===== config.mk =====
export PLATFORM = sky130hd
export DESIGN_NAME = ioctl_loader
export DESIGN_NICKNAME = d
export VERILOG_FILES = /design/src/rtl/ioctl_loader_pkg.sv /design/src/rtl/ioctl_loader_timer.sv /design/src/rtl/ioctl_loader.sv
export SDC_FILE = /design/constraint.sdc
export NUM_CORES = 1
export LEC_CHECK = 0
export ABC_CLOCK_PERIOD_IN_PS = 3140
export CELL_PAD_IN_SITES_DETAIL_PLACEMENT = 0
export CELL_PAD_IN_SITES_GLOBAL_PLACEMENT = 1
export CORE_AREA = 2 2 140 142
export DETAILED_ROUTE_END_ITERATION = 8
export DIE_AREA = 0 0 142 144
export GPL_ROUTABILITY_DRIVEN = 0
export PLACE_DENSITY = 0.6
export SYNTH_ARGS = -nofsm -noshare
export SYNTH_HDL_FRONTEND = slang
export SYNTH_HIERARCHICAL = 1
export SYNTH_SLANG_ARGS = --single-unit
export TNS_END_PERCENT = 30

===== constraint.sdc =====
create_clock -name clk_sys -period 3.14 [get_ports clk_sys]
set_input_delay 0.314 -clock clk_sys [delete_from_list [all_inputs] [get_ports clk_sys]]
set_output_delay 0.314 -clock clk_sys [all_outputs]
set_load 0.005 [all_outputs]

===== src/rtl/ioctl_loader_pkg.sv =====
// rtl/ioctl_loader_pkg.sv - shared state codes and default timing for the ioctl loader
package ioctl_loader_pkg;

  localparam logic [2:0] ST_IDLE = 3'd0;
  localparam logic [2:0] ST_ARM  = 3'd1;
  localparam logic [2:0] ST_XFER = 3'd2;
  localparam logic [2:0] ST_GAP  = 3'd3;
  localparam logic [2:0] ST_TAIL = 3'd4;
  localparam logic [2:0] ST_FIN  = 3'd5;

  localparam int DEF_PRE_CYCLES  = 4;
  localparam int DEF_WR_GAP      = 2;
  localparam int DEF_POST_CYCLES = 4;

  localparam int TIMER_W = 16;
  localparam logic [24:0] ADDR_MAX = 25'h1FFFFFF;

endpackage


===== src/rtl/ioctl_loader_timer.sv =====
// rtl/ioctl_loader_timer.sv - loadable down-counter that stops at zero and can be frozen
module ioctl_loader_timer #(
  parameter int W = 16
) (
  input  logic         clk,
  input  logic         rst_n,
  input  logic         load,
  input  logic [W-1:0] load_val,
  input  logic         freeze,
  output logic         zero
);

  logic [W-1:0] count;

  always_ff @(posedge clk or negedge rst_n) begin
    if (!rst_n) begin
      count <= '0;
    end else if (load) begin
      count <= load_val;
    end else if (!freeze && count != '0) begin
      count <= count - 1'b1;
    end
  end

  assign zero = (count == '0);

endmodule


===== src/rtl/ioctl_loader.sv =====
// rtl/ioctl_loader.sv - streams source bytes into an ioctl-style download port with framing delays
module ioctl_loader
  import ioctl_loader_pkg::*;
#(
  parameter int PRE_CYCLES  = DEF_PRE_CYCLES,
  parameter int WR_GAP      = DEF_WR_GAP,
  parameter int POST_CYCLES = DEF_POST_CYCLES
) (
  input  logic        clk_sys,
  input  logic        reset_n,
  input  logic        start,
  input  logic [7:0]  start_index,
  input  logic        src_valid,
  input  logic [7:0]  src_data,
  input  logic        src_last,
  output logic        src_ready,
  input  logic        ioctl_wait,
  output logic        ioctl_download,
  output logic        ioctl_wr,
  output logic [24:0] ioctl_addr,
  output logic [7:0]  ioctl_dout,
  output logic [7:0]  ioctl_index,
  output logic        busy,
  output logic        done,
  output logic [24:0] byte_count
);

  // Timer counts down to zero inclusive, so a window of N clocks loads N-1.
  // TAIL loads POST_CYCLES because its first clock carries the final strobe.
  localparam logic [TIMER_W-1:0] PRE_LOAD  = TIMER_W'((PRE_CYCLES > 0) ? PRE_CYCLES - 1 : 0);
  localparam logic [TIMER_W-1:0] GAP_LOAD  = TIMER_W'((WR_GAP > 0) ? WR_GAP - 1 : 0);
  localparam logic [TIMER_W-1:0] POST_LOAD = TIMER_W'(POST_CYCLES);

  logic [1:0]         rst_sync;
  logic               run;
  logic [2:0]         state;
  logic               accept;
  logic               fire;
  logic               tmr_load;
  logic [TIMER_W-1:0] tmr_val;
  logic               tmr_freeze;
  logic               tmr_zero;

  always_ff @(posedge clk_sys or negedge reset_n) begin
    if (!reset_n) rst_sync <= 2'b00;
    else          rst_sync <= {rst_sync[0], 1'b1};
  end
  assign run = rst_sync[1];

  assign src_ready  = (state == ST_XFER) && !ioctl_wait;
  assign fire       = src_valid && src_ready;
  assign accept     = (state == ST_IDLE) && start && run;
  assign tmr_load   = accept || fire;
  assign tmr_val    = accept ? PRE_LOAD : (src_last ? POST_LOAD : GAP_LOAD);
  assign tmr_freeze = ioctl_wait && (state == ST_GAP || state == ST_TAIL);

  ioctl_loader_timer #(.W(TIMER_W)) u_timer (
    .clk      (clk_sys),
    .rst_n    (reset_n),
    .load     (tmr_load),
    .load_val (tmr_val),
    .freeze   (tmr_freeze),
    .zero     (tmr_zero)
  );

  always_ff @(posedge clk_sys or negedge reset_n) begin
    if (!reset_n) begin
      state <= ST_IDLE;
    end else begin
      case (state)
        ST_IDLE: if (accept) state <= ST_ARM;
        ST_ARM:  if (tmr_zero) state <= ST_XFER;
        ST_XFER: begin
          if (fire) begin
            if (src_last)         state <= ST_TAIL;
            else if (WR_GAP == 0) state <= ST_XFER;
            else                  state <= ST_GAP;
          end
        end
        ST_GAP:  if (tmr_zero && !ioctl_wait) state <= ST_XFER;
        ST_TAIL: if (tmr_zero && !ioctl_wait) state <= ST_FIN;
        ST_FIN:  state <= ST_IDLE;
        default: state <= ST_IDLE;
      endcase
    end
  end

  // The address and count step at the end of each strobe, so the strobe carries the old address.
  always_ff @(posedge clk_sys or negedge reset_n) begin
    if (!reset_n) begin
      ioctl_wr    <= 1'b0;
      ioctl_dout  <= '0;
      ioctl_index <= '0;
      ioctl_addr  <= '0;
      byte_count  <= '0;
    end else begin
      ioctl_wr <= fire;
      if (fire) ioctl_dout <= src_data;
      if (accept) begin
        ioctl_index <= start_index;
        ioctl_addr  <= '0;
        byte_count  <= '0;
      end else if (ioctl_wr) begin
        ioctl_addr <= ioctl_addr + 25'd1;
        if (byte_count != ADDR_MAX) byte_count <= byte_count + 25'd1;
      end
    end
  end

  assign ioctl_download = (state == ST_ARM) || (state == ST_XFER) ||
                          (state == ST_GAP) || (state == ST_TAIL);
  assign busy = (state != ST_IDLE);
  assign done = (state == ST_FIN);

endmodule

==> results.txt <==
cells after synthesis: 486
worst min path class: reg2reg
Post-Syn Area per Cell: 9.64 µm²
TritonCTS Buffers: 9
R2R cell count: 8
Die ar.: 20400 µm²
setup tns final: 0 ps
initial antenna violation count: 0
final hold vios: 0
Core ar.: 19100 µm²
Worst Path Max Fanout: 9
DP HPWL: 8150 µm
WHS: 356 ps
Post-CTS Setup Repair Bufs: 0
Worst-Skew Late Latency: 340 ps
DRT antenna net count: 0
CTS tree: built
first-pass GRT wire length: 19700 µm
Initial Utilization: 0.246
Worst R2R Start: state[0]
CP bufs+invs: 0
layout cells sized above 1: 0.0831
max-cap viol count: 0
# rows: 51
Slew HR: 0.378
crit path kind: reg2reg
via density per instance: 4.75
WL final: 11900 µm
n_diodes: 0
Pwr Total: 0.00547 W
CTS Sinks: 88
FF+latch count, synth: 88
Synth async-reset ratio: 1.00
crit path capture type: register
drt drc: 0
Pwr Density: 882 nW/µm²
H-tree Lvls: 3
most frequent cells in the layout: clkdlybuf4s50_1, dfrtp_1, nor2_1, nand2_1, xnor2_1
Yosys cell types: 63
CP startpoint: state[0]
crit-path leading delay family: simple AND/OR/NAND/NOR gates
Final Skew: 7.11 ps
die width: 142 µm
CTS max path bufs: 2
Synth Flop Type: dfrtp_1
met1 Track Usage GR: 0.153
grt peak-use layer: met2
Lkg Pwr: 2.49 nW
initial detailed-routing violation count: 216
DR pass1 iterations: 4
Die Ht: 144 µm
Global Route met2 Usage: 0.203
slowest stage cell, crit path: or4_2
hold path depth: 0
global route overflow: 0
end of the worst register-to-register path: u_timer/count[8]
synth-to-layout area growth: 32.2%
DR WL/cell: 14.3 µm
most common cell after layout, fill and taps aside: clkdlybuf4s50_1
Worst-Margin Slew: 920 ps
CTS resizes: 0
Worst Path Required: 3400 ps
Max Clk Rate: 390 MHz
register area share after synthesis: 0.470
met3 Usage GRT: 0.0268
Worst Min Path Start: rst_sync[0]
Slew Limit Fails: 0
vias: 3937
Ports: 93
max incr delay on CP: 550 ps
Overall Global Routing Usage: 0.121
largest net degree at the start of global routing: 57
WP data arrival: 2830 ps
Port Buffer Count: 92
outcome: finished, final reports clean
synth warn: 6
placed insts: 812
number of global-route vias before repair: 3914
Final min period: 2570 ps
VDD IR max: 0.296 mV
synthesized area: 4690 µm²
Root Driver: clkbuf_16
Setup crit start kind: register
Post-synth EDFFs: 0
Reg clk slew, reported paths: 60 ps
fin crit share: 0.817
crit-path cells: nor2_1 -> nand2_1 -> o21ai_0 -> and2_1 -> nand2b_1 -> or3_1 -> or4_2 -> a31oi_1
reg-to-reg setup timing slack: 570 ps
hold path endpoint: rst_sync[1]
setup violation total in the final timing report: 0
Nets: 611
final cell count without fillers: 828
RSZ-0062 raised after global routing: false
-- per-stage QoR --
step	setup slack [ps]	util	cell area, µm²
6_report	573	0.325	6190
5_1_grt	327	0.325	6190
4_1_cts	606	0.325	6190
3_5_place_dp	596	0.308	5880
3_3_place_gp	639	0.308	5880
2_1_floorplan	637	-	4730
-- Yosys cell counts, drive strengths merged (4+ instances only) --
cell type | count | area, µm²
or2 | 4 | 25.0
and3 | 9 | 56.3
nand3 | 20 | 100
o31ai | 4 | 30.0
buf | 10 | 77.6
o21ai | 8 | 40.0
a311o | 4 | 40.0
or3 | 6 | 37.5
nor3 | 16 | 96.4
a31oi | 7 | 43.8
xnor2 | 27 | 236
a211oi | 8 | 85.1
xor2 | 17 | 149
nand4 | 24 | 193
nor2 | 69 | 259
nand2 | 61 | 229
nor4 | 7 | 68.8
clkbuf | 12 | 46.3
and4 | 7 | 66.3
dfrtp | 88 | 2200
or4 | 5 | 40.0
mux2 | 9 | 101
o41ai | 4 | 35.0
a21oi | 10 | 50.1
inv | 16 | 60.1
-- routing by layer --
layer  wire length, µm  up-vias
met4                99        0
li1                  -     1907
met2              5900       57
met3               368        6
met1              5490     1967
met5                 0        -
-- how the worst max path moves through the flow --
stage / cells past startpoint / slack, ps / end
after floorplan: 10 / 640 / u_timer/count[3]
after global placement: 6 / 640 / u_timer/count[10]
after detailed placement: 6 / 600 / u_timer/count[8]
after CTS: 8 / 610 / u_timer/count[8]
after global routing: 8 / 330 / u_timer/count[10]
final: 8 / 570 / u_timer/count[8]
-- what timing repair did --
action | CTS | global route
hold buffers | 1 | 0
setup endpoints to repair | 0 | 0
endpoints found under the hold margin | 38 | 0
-- power breakdown --
group | leakage, nW | total [W] | switching, W | internal (W)
Combinational | 1.26 | 0.00204 | 0.000816 | 0.00122
Sequential | 1.08 | 0.00229 | 0.000647 | 0.00164
Clock | 0.149 | 0.00114 | 0.000446 | 0.000691
Total | 2.49 | 0.00547 | 0.00191 | 0.00355
-- flip-flops by register name, summed over array words and instances (netlist names) --
register and flops:
rst_sync 2, ioctl_wr 1, byte_count 25, u_timer/count 16, state 3, ioctl_index 8, ioctl_dout 8, ioctl_addr 25
-- worst reg2reg max path: cells and delay by family (launching register included) --
kind               cells  cell delay (ps)
AOI/OAI and AO/OA      2              250
and+or+nand+nor        6             1760
DFF                    1              500
-- cell families (layout without fill, tap and decap cells) --
family / after synthesis / in the layout / synth area share
xor+xnor: 44 / 44 / 0.0822
simple gates: 241 / 241 / 0.273
buf+inv: 38 / 130 / 0.0392
mux: 11 / 11 / 0.0259
other cells: 2 / 14 / 0.00160
compound gates: 59 / 59 / 0.100
flops: 88 / 88 / 0.470
fa+ha+maj: 3 / 3 / 0.00801
-- area by class of cell --
type	count	area (µm²)
Clock buffer	11	233
Tap cell	238	298
Clock inverter	4	70.1
Timing Repair Buffer	99	986
Inverter	16	60.1
Sequential cell	88	2200
Fill cell	1971	12900
Multi-Input combinational cell	372	2340
Note: power is estimated with default switching activity, not from simulation.
